--- src/rtl/mem_arb_pkg.sv ---
// Shared types and defaults for the memory port arbiter.
// Optional round-robin arbitration is enabled by MEM_ARB_RR_EN.
package mem_arb_pkg;

  typedef enum logic [1:0] {
    IDLE,
    IBUS,
    DBUS,
    DONE
  } arb_state_e;

  typedef enum logic {
    GNT_I,
    GNT_D
  } arb_gnt_e;

  localparam int unsigned ACK_TIMEOUT_DEF = 255;
  localparam logic [31:0] ERR_WORD_DEF = 32'hDEAD_BEEF;

endpackage

--- src/rtl/mem_port_arbiter_if.sv ---
// Core-side and memory-side bus bundle of the arbiter.
// master = arbiter side, slave = core + memory side.
interface mem_port_arbiter_if #(
  parameter int ADDR_W = 32,
  parameter int DATA_W = 32
);

  logic              i_read_en;
  logic [ADDR_W-1:0] i_addr;
  logic [DATA_W-1:0] i_instr_out;
  logic              i_ready;
  logic              i_stall;

  logic              d_read_en;
  logic              d_write_en;
  logic [ADDR_W-1:0] d_addr;
  logic [DATA_W-1:0] d_write_data;
  logic [DATA_W-1:0] d_data_out;
  logic              d_ready;
  logic              d_stall;

  logic              mem_req;
  logic              mem_we;
  logic [ADDR_W-1:0] mem_addr;
  logic [DATA_W-1:0] mem_wdata;
  logic              mem_ack;
  logic [DATA_W-1:0] mem_rdata;
  logic              err;

  modport master (
    input  i_read_en, i_addr,
    output i_instr_out, i_ready, i_stall,
    input  d_read_en, d_write_en,
    input  d_addr, d_write_data,
    output d_data_out, d_ready, d_stall,
    output mem_req, mem_we,
    output mem_addr, mem_wdata,
    input  mem_ack, mem_rdata,
    output err
  );

  modport slave (
    output i_read_en, i_addr,
    input  i_instr_out, i_ready, i_stall,
    output d_read_en, d_write_en,
    output d_addr, d_write_data,
    input  d_data_out, d_ready, d_stall,
    input  mem_req, mem_we,
    input  mem_addr, mem_wdata,
    output mem_ack, mem_rdata,
    input  err
  );

endinterface

--- src/rtl/arb_ack_timer.sv ---
// Ack watchdog: loadable counter with clear/enable.
// expired flags the edge on which the count reaches LIMIT.
module arb_ack_timer #(
  parameter int unsigned LIMIT = 255,
  parameter int unsigned W = $clog2(LIMIT + 1)
) (
  input  logic         clk,
  input  logic         rst,
  input  logic         clr,
  input  logic         load,
  input  logic [W-1:0] load_val,
  input  logic         en,
  output logic         expired
);

  localparam logic [W-1:0] LAST = W'(LIMIT - 1);

  logic [W-1:0] cnt_q;
  logic [W-1:0] cnt_d;

  always_comb begin
    cnt_d = cnt_q;
    if (clr) begin
      cnt_d = '0;
    end else if (load) begin
      cnt_d = load_val;
    end else if (en) begin
      cnt_d = cnt_q + 1'b1;
    end
  end

  always_ff @(posedge clk) begin
    if (rst) begin
      cnt_q <= '0;
    end else begin
      cnt_q <= cnt_d;
    end
  end

  assign expired = en & (cnt_q == LAST);

endmodule

--- src/rtl/mem_port_arbiter.sv ---
// Fetch/data arbiter for one single-ported memory.
// MEM_ARB_RR_EN selects round-robin instead of data priority.
import mem_arb_pkg::*;

module mem_port_arbiter #(
  parameter int ADDR_W = 32,
  parameter int DATA_W = 32,
  parameter int unsigned ACK_TIMEOUT = ACK_TIMEOUT_DEF,
  parameter logic [DATA_W-1:0] ERR_WORD =
    DATA_W'(ERR_WORD_DEF)
) (
  input  logic clk,
  input  logic rst,
  mem_port_arbiter_if.master bus
);

  arb_state_e state_q, state_d;
  arb_gnt_e   gnt_q, gnt_d;

  logic [ADDR_W-1:0] addr_q, addr_d;
  logic [DATA_W-1:0] wdata_q, wdata_d;
  logic              we_q, we_d;
  logic [DATA_W-1:0] instr_q, instr_d;
  logic [DATA_W-1:0] ddata_q, ddata_d;
  logic              err_q, err_d;

  logic i_req;
  logic d_req;
  logic pick_d;
  logic busy;
  logic grant;
  logic tmr_en;
  logic expired;

  assign i_req = bus.i_read_en;
  assign d_req = bus.d_read_en | bus.d_write_en;
  assign busy  = (state_q == IBUS) |
                 (state_q == DBUS);

`ifdef MEM_ARB_RR_EN
  // on a tie, the port not served last wins
  assign pick_d = d_req &
                  (~i_req | (gnt_q == GNT_I));
`else
  assign pick_d = d_req;
`endif

  assign grant  = (state_q == IDLE) &
                  (d_req | i_req);
  assign tmr_en = busy & ~bus.mem_ack;

  arb_ack_timer #(
    .LIMIT(ACK_TIMEOUT)
  ) u_timer (
    .clk     (clk),
    .rst     (rst),
    .clr     (grant),
    .load    (1'b0),
    .load_val('0),
    .en      (tmr_en),
    .expired (expired)
  );

  always_comb begin
    state_d = state_q;
    gnt_d   = gnt_q;
    addr_d  = addr_q;
    wdata_d = wdata_q;
    we_d    = we_q;
    instr_d = instr_q;
    ddata_d = ddata_q;
    err_d   = 1'b0;
    unique case (state_q)
      IDLE: begin
        if (pick_d) begin
          state_d = DBUS;
          gnt_d   = GNT_D;
          addr_d  = bus.d_addr;
          wdata_d = bus.d_write_data;
          we_d    = bus.d_write_en;
        end else if (i_req) begin
          state_d = IBUS;
          gnt_d   = GNT_I;
          addr_d  = bus.i_addr;
          we_d    = 1'b0;
        end
      end
      IBUS: begin
        if (bus.mem_ack) begin
          instr_d = bus.mem_rdata;
          state_d = DONE;
        end else if (expired) begin
          instr_d = ERR_WORD;
          err_d   = 1'b1;
          state_d = DONE;
        end
      end
      DBUS: begin
        if (bus.mem_ack) begin
          if (!we_q) ddata_d = bus.mem_rdata;
          state_d = DONE;
        end else if (expired) begin
          ddata_d = ERR_WORD;
          err_d   = 1'b1;
          state_d = DONE;
        end
      end
      DONE: begin
        state_d = IDLE;
      end
      default: begin
        state_d = IDLE;
      end
    endcase
  end

  always_ff @(posedge clk) begin
    if (rst) begin
      state_q <= IDLE;
      gnt_q   <= GNT_I;
      addr_q  <= '0;
      wdata_q <= '0;
      we_q    <= 1'b0;
      instr_q <= '0;
      ddata_q <= '0;
      err_q   <= 1'b0;
    end else begin
      state_q <= state_d;
      gnt_q   <= gnt_d;
      addr_q  <= addr_d;
      wdata_q <= wdata_d;
      we_q    <= we_d;
      instr_q <= instr_d;
      ddata_q <= ddata_d;
      err_q   <= err_d;
    end
  end

  assign bus.i_ready = (state_q == DONE) &
                       (gnt_q == GNT_I);
  assign bus.d_ready = (state_q == DONE) &
                       (gnt_q == GNT_D);

  assign bus.i_stall = bus.i_read_en &
                       ~bus.i_ready;
  assign bus.d_stall = d_req & ~bus.d_ready;

  assign bus.i_instr_out = instr_q;
  assign bus.d_data_out  = ddata_q;
  assign bus.mem_req     = busy;
  assign bus.mem_we      = we_q;
  assign bus.mem_addr    = addr_q;
  assign bus.mem_wdata   = wdata_q;
  assign bus.err         = err_q;

endmodule

--- src/flat_wrapper.sv ---
// flat-port wrapper written by rule: the top's interface ports become plain ports
module mem_port_arbiter_flat 
#(
  parameter int ADDR_W = 32,
  parameter int DATA_W = 32,
  parameter int unsigned ACK_TIMEOUT = ACK_TIMEOUT_DEF,
  parameter logic [DATA_W-1:0] ERR_WORD =
    DATA_W'(ERR_WORD_DEF)
)
  (clk, rst, bus_i_read_en, bus_i_addr, bus_i_instr_out, bus_i_ready, bus_i_stall, bus_d_read_en, bus_d_write_en, bus_d_addr, bus_d_write_data, bus_d_data_out, bus_d_ready, bus_d_stall, bus_mem_req, bus_mem_we, bus_mem_addr, bus_mem_wdata, bus_mem_ack, bus_mem_rdata, bus_err);
  mem_port_arbiter_if #(.ADDR_W(ADDR_W), .DATA_W(DATA_W)) bus_i ();
  input  logic clk;
  input  logic rst;
  input wire logic [$bits(bus_i.i_read_en)-1:0] bus_i_read_en;
  input wire logic [$bits(bus_i.i_addr)-1:0] bus_i_addr;
  output wire logic [$bits(bus_i.i_instr_out)-1:0] bus_i_instr_out;
  output wire logic [$bits(bus_i.i_ready)-1:0] bus_i_ready;
  output wire logic [$bits(bus_i.i_stall)-1:0] bus_i_stall;
  input wire logic [$bits(bus_i.d_read_en)-1:0] bus_d_read_en;
  input wire logic [$bits(bus_i.d_write_en)-1:0] bus_d_write_en;
  input wire logic [$bits(bus_i.d_addr)-1:0] bus_d_addr;
  input wire logic [$bits(bus_i.d_write_data)-1:0] bus_d_write_data;
  output wire logic [$bits(bus_i.d_data_out)-1:0] bus_d_data_out;
  output wire logic [$bits(bus_i.d_ready)-1:0] bus_d_ready;
  output wire logic [$bits(bus_i.d_stall)-1:0] bus_d_stall;
  output wire logic [$bits(bus_i.mem_req)-1:0] bus_mem_req;
  output wire logic [$bits(bus_i.mem_we)-1:0] bus_mem_we;
  output wire logic [$bits(bus_i.mem_addr)-1:0] bus_mem_addr;
  output wire logic [$bits(bus_i.mem_wdata)-1:0] bus_mem_wdata;
  input wire logic [$bits(bus_i.mem_ack)-1:0] bus_mem_ack;
  input wire logic [$bits(bus_i.mem_rdata)-1:0] bus_mem_rdata;
  output wire logic [$bits(bus_i.err)-1:0] bus_err;
  assign bus_i.i_read_en = bus_i_read_en;
  assign bus_i.i_addr = bus_i_addr;
  assign bus_i_instr_out = bus_i.i_instr_out;
  assign bus_i_ready = bus_i.i_ready;
  assign bus_i_stall = bus_i.i_stall;
  assign bus_i.d_read_en = bus_d_read_en;
  assign bus_i.d_write_en = bus_d_write_en;
  assign bus_i.d_addr = bus_d_addr;
  assign bus_i.d_write_data = bus_d_write_data;
  assign bus_d_data_out = bus_i.d_data_out;
  assign bus_d_ready = bus_i.d_ready;
  assign bus_d_stall = bus_i.d_stall;
  assign bus_mem_req = bus_i.mem_req;
  assign bus_mem_we = bus_i.mem_we;
  assign bus_mem_addr = bus_i.mem_addr;
  assign bus_mem_wdata = bus_i.mem_wdata;
  assign bus_i.mem_ack = bus_mem_ack;
  assign bus_i.mem_rdata = bus_mem_rdata;
  assign bus_err = bus_i.err;
  mem_port_arbiter #(.ADDR_W(ADDR_W), .DATA_W(DATA_W), .ACK_TIMEOUT(ACK_TIMEOUT), .ERR_WORD(ERR_WORD)) u_core (.clk(clk), .rst(rst), .bus(bus_i));
endmodule
--- config.mk ---
export PLATFORM = sky130hd
export DESIGN_NAME = mem_port_arbiter_flat
export DESIGN_NICKNAME = d
export VERILOG_FILES = /design/src/rtl/mem_arb_pkg.sv /design/src/rtl/mem_port_arbiter_if.sv /design/src/rtl/arb_ack_timer.sv /design/src/rtl/mem_port_arbiter.sv /design/src/flat_wrapper.sv
export SDC_FILE = /design/constraint.sdc
export NUM_CORES = 1
export LEC_CHECK = 0
export ABC_AREA = 0
export CAP_MARGIN = 25
export CORE_ASPECT_RATIO = 1.4
export CORE_MARGIN = 10
export CORE_UTILIZATION = 29
export CTS_CLUSTER_DIAMETER = 100
export DETAILED_ROUTE_END_ITERATION = 10
export GPL_TIMING_DRIVEN = 0
export SETUP_SLACK_MARGIN = 0.05
export SLEW_MARGIN = 25
export SYNTH_ARGS = -nofsm -noshare
export SYNTH_HDL_FRONTEND = slang
export SYNTH_SLANG_ARGS = --single-unit
--- constraint.sdc ---
create_clock -name clk -period 5.4 [get_ports clk]
set_input_delay 0.81 -clock clk [delete_from_list [all_inputs] [get_ports clk]]
set_output_delay 0.81 -clock clk [all_outputs]
set_load 0.005 [all_outputs]
# [Yosys cells after proc, flatten, opt, wreduce, memory -nomap -nowiden]
# Cells that the tools add are included.
[classes] muxes=15 bitwise_logic=15 n_eq_ne=7 n_reduce_logical=11 addsub=1
[op_table] operator="$mux W32" count=6
[op_table] operator="$add A8 B1 Y8 const B" count=1
[op_table] operator="$eq A8 B8 Y1 const B" count=1
[op_table] operator="$mux W2" count=4
[op_table] operator="$reduce_and A2 Y1" count=4
[op_table] operator="$and A1 B1 Y1" count=7
[op_table] operator="$pmux W2 S3" count=1
[op_table] operator="$not A1 Y1" count=5
[op_table] operator="$eq A2 B2 Y1 const B" count=2
[op_table] operator="$mux W1" count=4
[op_table] operator="$reduce_bool A2 Y1" count=2
[op_table] operator="$reduce_or A2 Y1" count=2
[op_table] operator="$ne A3 B1 Y1 const B" count=1
[op_table] operator="$ne A3 B2 Y1 const B" count=1
[op_table] operator="$or A1 B1 Y1" count=3
[op_table] operator="$reduce_and A3 Y1" count=1
[op_table] operator="$reduce_or A3 Y1" count=1
[op_table] operator="$eq A2 B1 Y1 const B" count=1
[op_table] operator="$logic_not A2 Y1" count=1
[op_table] operator="$ne A2 B2 Y1 const B" count=1
[word_totals] input_bits=134 elab_cells=58 ff_bits=141 output_inout_bits=135

# [Depth between registers and ports, before layout]
# Gate-level depths: netlist (run 1).
[depth] ltp_word=7 ltp_mapped=8

# [By module]
# From an unflattened synthesis (run 1), not the netlist that was laid out.
[unflattened] cells_unflattened=679 area_unflattened_um2=5631.7
[modules_own_cells] module="mem_port_arbiter" n_inst=1 area_each_um2=5162.5 cells_per_inst=623
[modules_own_cells] module="arb_ack_timer" n_inst=1 area_each_um2=469.2 cells_per_inst=56

# [Least setup slack after synthesis (run 1)]
# OpenSTA, ideal clock, no wires.
[synth_timing] kind="in2out" startpoint="in bus_d_write_en" endpoint="out bus_d_stall" path_slack_ns=3.096 arrival_ns=1.494 required_ns=4.590 cell_stages=4 cell_sequence="buf_2 -> nor2_2 -> buf_2 -> nor2_1"
[synth_via] elab_chain_len=2
[synth_lines] element="start: declaration" line_no="flat_wrapper.sv:20" text="input wire logic [$bits(bus_i.d_write_en)-1:0] bus_d_write_en;"
[synth_lines] element="$or A1 B1 Y1" line_no="mem_port_arbiter.sv:36" text="assign d_req = bus.d_read_en | bus.d_write_en;"
[synth_lines] element="$and A1 B1 Y1" line_no="mem_port_arbiter.sv:146" text="assign bus.d_stall = d_req & ~bus.d_ready;"
[synth_lines] element="end: declaration" line_no="flat_wrapper.sv:25" text="output wire logic [$bits(bus_i.d_stall)-1:0] bus_d_stall;"
# Every way passes these cells.

# [Worst setup path after layout (run 1)]
# Same ends and word-level chain as after synthesis.

==> metrics.md, run 1 <==
| Metric | Value |
|---|---|
| GRT overflow | 0 |
| Die area | 0.0264 mm2 |
| Syn nets | 840 |
| Max cap viols | 0 |
| Fin nets | 1124 |
| Slew headroom | 58.0% |
| Post-CTS sizing | 0 |
| Crit path from | bus_d_write_en |
| Via/cell ratio | 4.68 |
| CTS buffer count | 17 |
| CORE AREA | 0.0199 mm2 |
| Yosys Warn Count | 0 |
| Critical Path RT | 4.59 ns |
| Antenna viol nets, final | 0 |
| Via Count | 5847 |
| Crit share post-route | 55.0% |
| RSZ-0062 raised after global routing | no |
| Routed len/inst | 17.5 um |
| Hold_ws | 0.453 ns |
| Number of post-CTS setup repair buffers | 0 |
| Chip width | 140 um |
| CP Capture Type | output port |
| Synth cell types | 39 |
| Clock tree from TritonCTS | built |
| Post-Syn Area per Cell | 8.40 um2 |
| Setup Skew | 0.0115 ns |
| Share of cells above drive strength 1 | 8.23% |
| Drt initial violations | 149 |
| FF-to-FF End | u_core.bus.d_data_out[7]$_SDFFE_PP0P_ |
| Clock latency on the worst-skew pair | 0.43 ns |
| Synth Register Bits | 141 |
| Routability congestion estimate from global placement | 0.765 |
| CTS Root Cell | clkbuf_16 |
| Number of I/O pins | 269 |
| Vert. Die Dim | 188 um |
| Leak | 3.40 nW |
| Hold crit path type | reg -> reg |
| CTS max path bufs | 2 |
| R2R depth | 7 |
| Final Critical Period | 2.97 ns |
| Total power | 0.00432 W |
| Register area share after synthesis | 48.1% |
| Largest area contributor in the netlist | dfxtp_1 |
| Critical path class | in -> out |
| Post-Syn Area | 0.00587 mm2 |
| Port bufs | 265 |
| Fmax | 337 MHz |
| Num Clock Sinks | 141 |
| Clk slew on worst S/H paths | 0.06 ns |
| Layout fillers | 1975 |
| DP HPWL | 16900 um |
| Core Util, Final | 47.4% |
| Largest net degree at the start of global routing | 17 |
| Pins Over Slew Limit | 0 |
| DRC | 0 |
| Total wire length | 21800 um |
| Initial Util | 29.5% |
| Maximum VDD drop | 0.000186 V |
| Least-Margin Pin Slew | 0.630 ns |
| Setup violations, final | 0 |
| Area share of the largest cell type after synthesis | 48.1% |
| Power per cell area | 458 mW/mm2 |
| Mapped Cells | 699 |
| Detailed Routing Iterations Pass 1 | 4 |
| Setup crit end | bus_d_stall |
| Peak fanout along the critical path | 10 |
| Hold path cells | 2 |
| Most frequent cells in the layout | clkdlybuf4s50_1, dfxtp_1, nand2_1, nor2_1, a21oi_1 |
| Initial antenna violation count | 0 |
| Crit start category | primary input |
| Most common cell after layout, fill and taps aside | clkdlybuf4s50_1 |
| H-tree lvl count | 4 |
| CP arrival | 2.16 ns |
| Placement row count | 61 |
| Setup TNS | 0 ns |
| Top post-synthesis cells by area | dfxtp_1, a21oi_1, nand2_1 |
| Vias in the first global route | 6047 |
| Worst r2r src | u_core.state_q[0]$_SDFFE_PP0P_ |
| Status | complete, no violations |
| GRT Total Usage | 16.2% |
| Synth-to-Final Area Change | 60.8% |
| CTS hold repair buffers | 0 |
| First-pass GRT wire length | 34500 um |
| FF-to-FF setup slack | 3.26 ns |
| Final-report hold violation count | 0 |
[flip-flops by register name, indices dropped and copies added (netlist names)]
name / count
u_core.bus.mem_addr: 32
u_core.u_timer.cnt_q: 8
u_core.gnt_q: 1
u_core.bus.d_data_out: 32
u_core.bus.i_instr_out: 32
u_core.bus.mem_wdata: 32
u_core.bus.err: 1
u_core.bus.mem_we: 1
u_core.state_q: 2
[critical path, stage by stage]
cell and delay, ns:
buf_2 0.16, nor2_2 0.38, buf_2 0.30, nor2_1 0.06, clkdlybuf4s50_1 0.45
[worst min path at each step]
| stage | startpoint | to | slack, ns |
|---|---|---|---|
| finish | u_core.bus.mem_wdata[23]$_SDFFE_PP0P_ | u_core.bus.mem_wdata[23]$_SDFFE_PP0P_ | 0.45 |
| CTS | u_core.bus.mem_wdata[11]$_SDFFE_PP0P_ | u_core.bus.mem_wdata[11]$_SDFFE_PP0P_ | 0.46 |
| global placement | u_core.bus.d_data_out[25]$_SDFFE_PP0P_ | u_core.bus.d_data_out[25]$_SDFFE_PP0P_ | 0.44 |
| detailed placement | u_core.bus.mem_wdata[11]$_SDFFE_PP0P_ | u_core.bus.mem_wdata[11]$_SDFFE_PP0P_ | 0.45 |
| global route | u_core.bus.mem_wdata[2]$_SDFFE_PP0P_ | u_core.bus.mem_wdata[2]$_SDFFE_PP0P_ | 0.47 |
| floorplan | u_core.bus.d_data_out[23]$_SDFFE_PP0P_ | u_core.bus.d_data_out[23]$_SDFFE_PP0P_ | 0.45 |
[metrics by stage]
step                      worst slack [ns]  cells  cell area, um2
after floorplan                       3.10    699            5870
after global placement                2.44   1216            8840
after detailed placement              2.44   1216            8840
after CTS                             2.43   1248            9440
after global routing                  2.32   1248            9440
final                                 2.43   1249            9440
[cells by family after synthesis]
| group | share of synthesized area (%) |
|---|---|
| compound gates | 22.3 |
| simple gates | 20.0 |
| fa+ha+maj | 1.49 |
| xor+xnor | 0.597 |
| mux | 0.511 |
| buf+inv | 7.12 |
| flops | 48.1 |
[synth_stat cells (all sizes together)]
cell type      n
nor2b         11
nor2          89
a211o          1
buf           21
nor3          26
nand4          2
dlygate4sd1    1
clkbuf        37
o31a           1
inv           29
and2b          2
a21oi         85
or3            2
nand2b         4
a211oi        25
nand2        112
dfxtp        141
nand3b         9
nor4           2
o31ai          1
a311oi        41
and2           3
xor2           2
nand3          2
ha             7
o21ai         37
mux2i          3
xnor2          2
or2            1
[final cells by class]
cell class                      instances  area, um2  share of cell area, %
Tap cell                              252        315                   3.34
Inverter                               29        109                   1.15
Sequential cell                       141       2820                   29.9
Timing Repair Buffer                  265       2650                   28.1
Clock buffer                           18        439                   4.65
Clock inverter                         14        159                   1.68
Buffer                                 59        309                   3.27
Antenna cell                            1       2.50                 0.0265
Multi-Input combinational cell        470       2630                   27.9
[where the power goes]
| group | total, W | internal (W) | switching (W) |
|---|---|---|---|
| clock network | 0.00120 | 0.000703 | 0.000497 |
| logic | 0.00167 | 0.000844 | 0.000824 |
| registers | 0.00145 | 0.00131 | 0.000141 |
[routing by layer]
layer	global-route usage [%]	vias to the layer above	wire length, um
li1	-	2966	-
met1	18.0	2654	8840
met2	27.4	213	10700
met3	7.05	14	2060
met4	4.58	0	218
met5	0	-	0
No activity file was read; power rests on OpenSTA's default activity.
==> inputs of run 2 (changes only) <==
- clock period: 5.4 -> 3 ns (I/O delays scaled with it)
==> results of run 2 <==
Same layout as run 1 (identical final DEF). Status: complete, no violations.
Among the figures that moved: setup slack after placement 2.44 ns -> 0.644 ns; setup slack after layout 2.43 ns -> 0.577 ns; start point of the critical path bus_d_write_en -> u_core.state_q[0]$_SDFFE_PP0P_; end point of the critical path bus_d_stall -> bus_mem_req; register-to-register setup slack 3.26 ns -> 0.86 ns; total power 0.00432 W -> 0.00778 W; worst IR drop on VDD 0.000186 V -> 0.000335 V
==> inputs of run 3 (changes only) <==
- clock period: 3 -> 2.4 ns (I/O delays scaled with it)
==> run 3 against run 2 <==
Net effect: global-route usage did not move; sequential share of layout area barely moved; wire length shrank 0.16%; utilization up 0.075 points; flip-flop and latch count unchanged; critical endpoint unchanged; largest power group unchanged.
==> metrics.md, run 3 (synthesis gave the netlist of run 1 again) <==
| Metric | Value |
|---|---|
| GRT Total Usage | 16.2% (unchanged) |
| Maximum VDD drop | 0.000418 V (was 0.000335 V) |
| Core Util, Final | 47.5% (was 47.4%) |
| Vert. Die Dim | 188 um (unchanged) |
| Total wire length | 21800 um (about the same) |
| Routed len/inst | 17.5 um (about the same) |
| Final-report hold violation count | 0 (unchanged) |
| Worst r2r src | u_core.state_q[0]$_SDFFE_PP0P_ (unchanged) |
| Critical-path cell list | inv_1 -> ha_4 -> clkdlybuf4s50_1 (was inv_1 -> ha_1 -> clkdlybuf4s50_1) |
| CP arrival | 1.82 ns (was 1.97 ns) |
| Hold crit path type | in -> reg (was reg -> reg) |
| Power per cell area | 1030 mW/mm2 (was 824 mW/mm2) |
| Detailed Routing Iterations Pass 1 | 4 (unchanged) |
| Worst path slowest cell | clkdlybuf4s50_1 (unchanged) |
| CTS Root Cell | clkbuf_16 (unchanged) |
| H-tree lvl count | 4 (unchanged) |
| Die area | 0.0264 mm2 (unchanged) |
| CP Capture Type | output port (unchanged) |
| CTS buffer count | 17 (unchanged) |
| Num Clock Sinks | 141 (unchanged) |
| Most frequent cells in the layout | clkdlybuf4s50_1, dfxtp_1, nand2_1, nor2_1, a21oi_1 (unchanged) |
| Initial Util | 29.5% (unchanged) |
| CTS hold repair buffers | 0 (unchanged) |
| Least-Margin Pin Slew | 0.630 ns (about the same) |
| Clk slew on worst S/H paths | 0.07 ns (was 0.06 ns) |
| Setup TNS | 0 ns (unchanged) |
| Critical path class | reg -> out (unchanged) |
| Crit share post-route | 90.8% |
| Max cap viols | 0 (unchanged) |
| Via/cell ratio | 4.69 (was 4.68) |
| Setup Skew | 0.0116 ns (was 0.0115 ns) |
| First-pass GRT wire length | 34500 um (unchanged) |
| Via Count | 5852 (was 5847) |
| Antenna viol nets, final | 0 (unchanged) |
| Drt initial violations | 146 (was 149) |
| Vias in the first global route | 6047 (unchanged) |
| Crit path largest cell delay | 0.56 ns (was 0.61 ns) |
| Pins Over Slew Limit | 0 (unchanged) |
| RSZ-0062 raised after global routing | no (unchanged) |
| Crit start category | flop (unchanged) |
| Number of I/O pins | 269 (unchanged) |
| Routability congestion estimate from global placement | 0.765 (unchanged) |
| Placement row count | 61 (unchanged) |
| Slew headroom | 58.0% (about the same) |
| Final Critical Period | 2.18 ns |
| Hold Crit Start | bus_d_read_en (was u_core.bus.mem_wdata[23]$_SDFFE_PP0P_) |
| Setup violations, final | 0 (unchanged) |
| Chip width | 140 um (unchanged) |
| Critical Path RT | 2.04 ns (was 2.55 ns) |
| Fmax | 459 MHz |
| Initial antenna violation count | 0 (unchanged) |
| DRC | 0 (unchanged) |
| Status | complete, no violations (unchanged) |
| Largest net degree at the start of global routing | 17 (unchanged) |
| Hold_ws | 0.376 ns (was 0.453 ns) |
| Synth-to-Final Area Change | 61.0% (was 60.8%) |
| Port bufs | 265 (unchanged) |
| DP HPWL | 16900 um (unchanged) |
| Clock tree from TritonCTS | built (unchanged) |
| CORE AREA | 0.0199 mm2 (unchanged) |
| GRT overflow | 0 (unchanged) |
| Share of cells above drive strength 1 | 8.43% (was 8.23%) |
| Peak fanout along the critical path | 6 (unchanged) |
| Leak | 3.40 nW (about the same) |
| CTS max path bufs | 2 (unchanged) |
| Most common cell after layout, fill and taps aside | clkdlybuf4s50_1 (unchanged) |
| Clock latency on the worst-skew pair | 0.42 ns (was 0.43 ns) |
| Crit path from | u_core.state_q[0]$_SDFFE_PP0P_ (unchanged) |
| Fin nets | 1124 (unchanged) |
## run 3: cell types whose count changed in the layout (fill, tap and decap cells not counted)
cell and delta:
ha_1 -1, nor2b_2 +1, nor2b_1 -1, ha_4 +1
## run 3: per-layer routing
layer / global-route usage (%) / share of wire [%]
met1: 18.0 / 40
met2: 27.4 / 49
met3: 7.05 / 9.4
met4: 4.58 / 1.0
met5: 0 / 0
## run 3: worst paths after layout
check / slack [ns] / depth (start not counted) / endpoint
max: 0.22 / 3 / bus_mem_req
min: 0.38 / 3 / u_core.bus.mem_addr[29]$_SDFFE_PP0P_
max reg2reg: 0.33 / 7 / u_core.bus.d_data_out[9]$_SDFFE_PP0P_
min reg2reg: 0.45 / 2 / u_core.bus.mem_wdata[23]$_SDFFE_PP0P_
## run 3: critical path, delay by kind of cell (launching register included)
family	cells	cell delay, ns
DFF	1	0.39
buffers and inverters	2	0.68
adders and majority gates	1	0.34
## run 3: area by class of cell
type / instances / area (um2)
Clock inverter: 14 / 159
Clock buffer: 18 / 439
Timing Repair Buffer: 265 / 2650
Multi-Input combinational cell: 470 / 2650
Tap cell: 252 / 315
Fill cell: 1973 / 10500
Antenna cell: 1 / 2.50
Sequential cell: 141 / 2820
Inverter: 29 / 109
Buffer: 59 / 309
## run 3: stage by stage
stage	power, W	area (um2)	instances	setup WS (ns)
after floorplan	0.00507	5870	699	0.621
after global placement	0.00712	8840	1216	0.148
after detailed placement	0.00714	8840	1216	0.134
after CTS	0.00989	9440	1248	0.100
after global routing	0.0104	9450	1248	0.125
final	0.00976	9460	1249	0.220
## run 3: repair_timing
item,CTS,global route
endpoints found under the hold margin,0,0
endpoints found under the setup margin,1,2
pin swaps,0,0
buffers inserted,0,0
resized for setup,1,2
## run 3: where the power goes
| group | internal, W | switching, W | total [W] |
|---|---|---|---|
| Combinational | 0.00193 | 0.00186 | 0.00379 |
| Sequential | 0.00295 | 0.000319 | 0.00327 |
| Clock | 0.00158 | 0.00112 | 0.00270 |
| Total | 0.00646 | 0.00329 | 0.00976 |
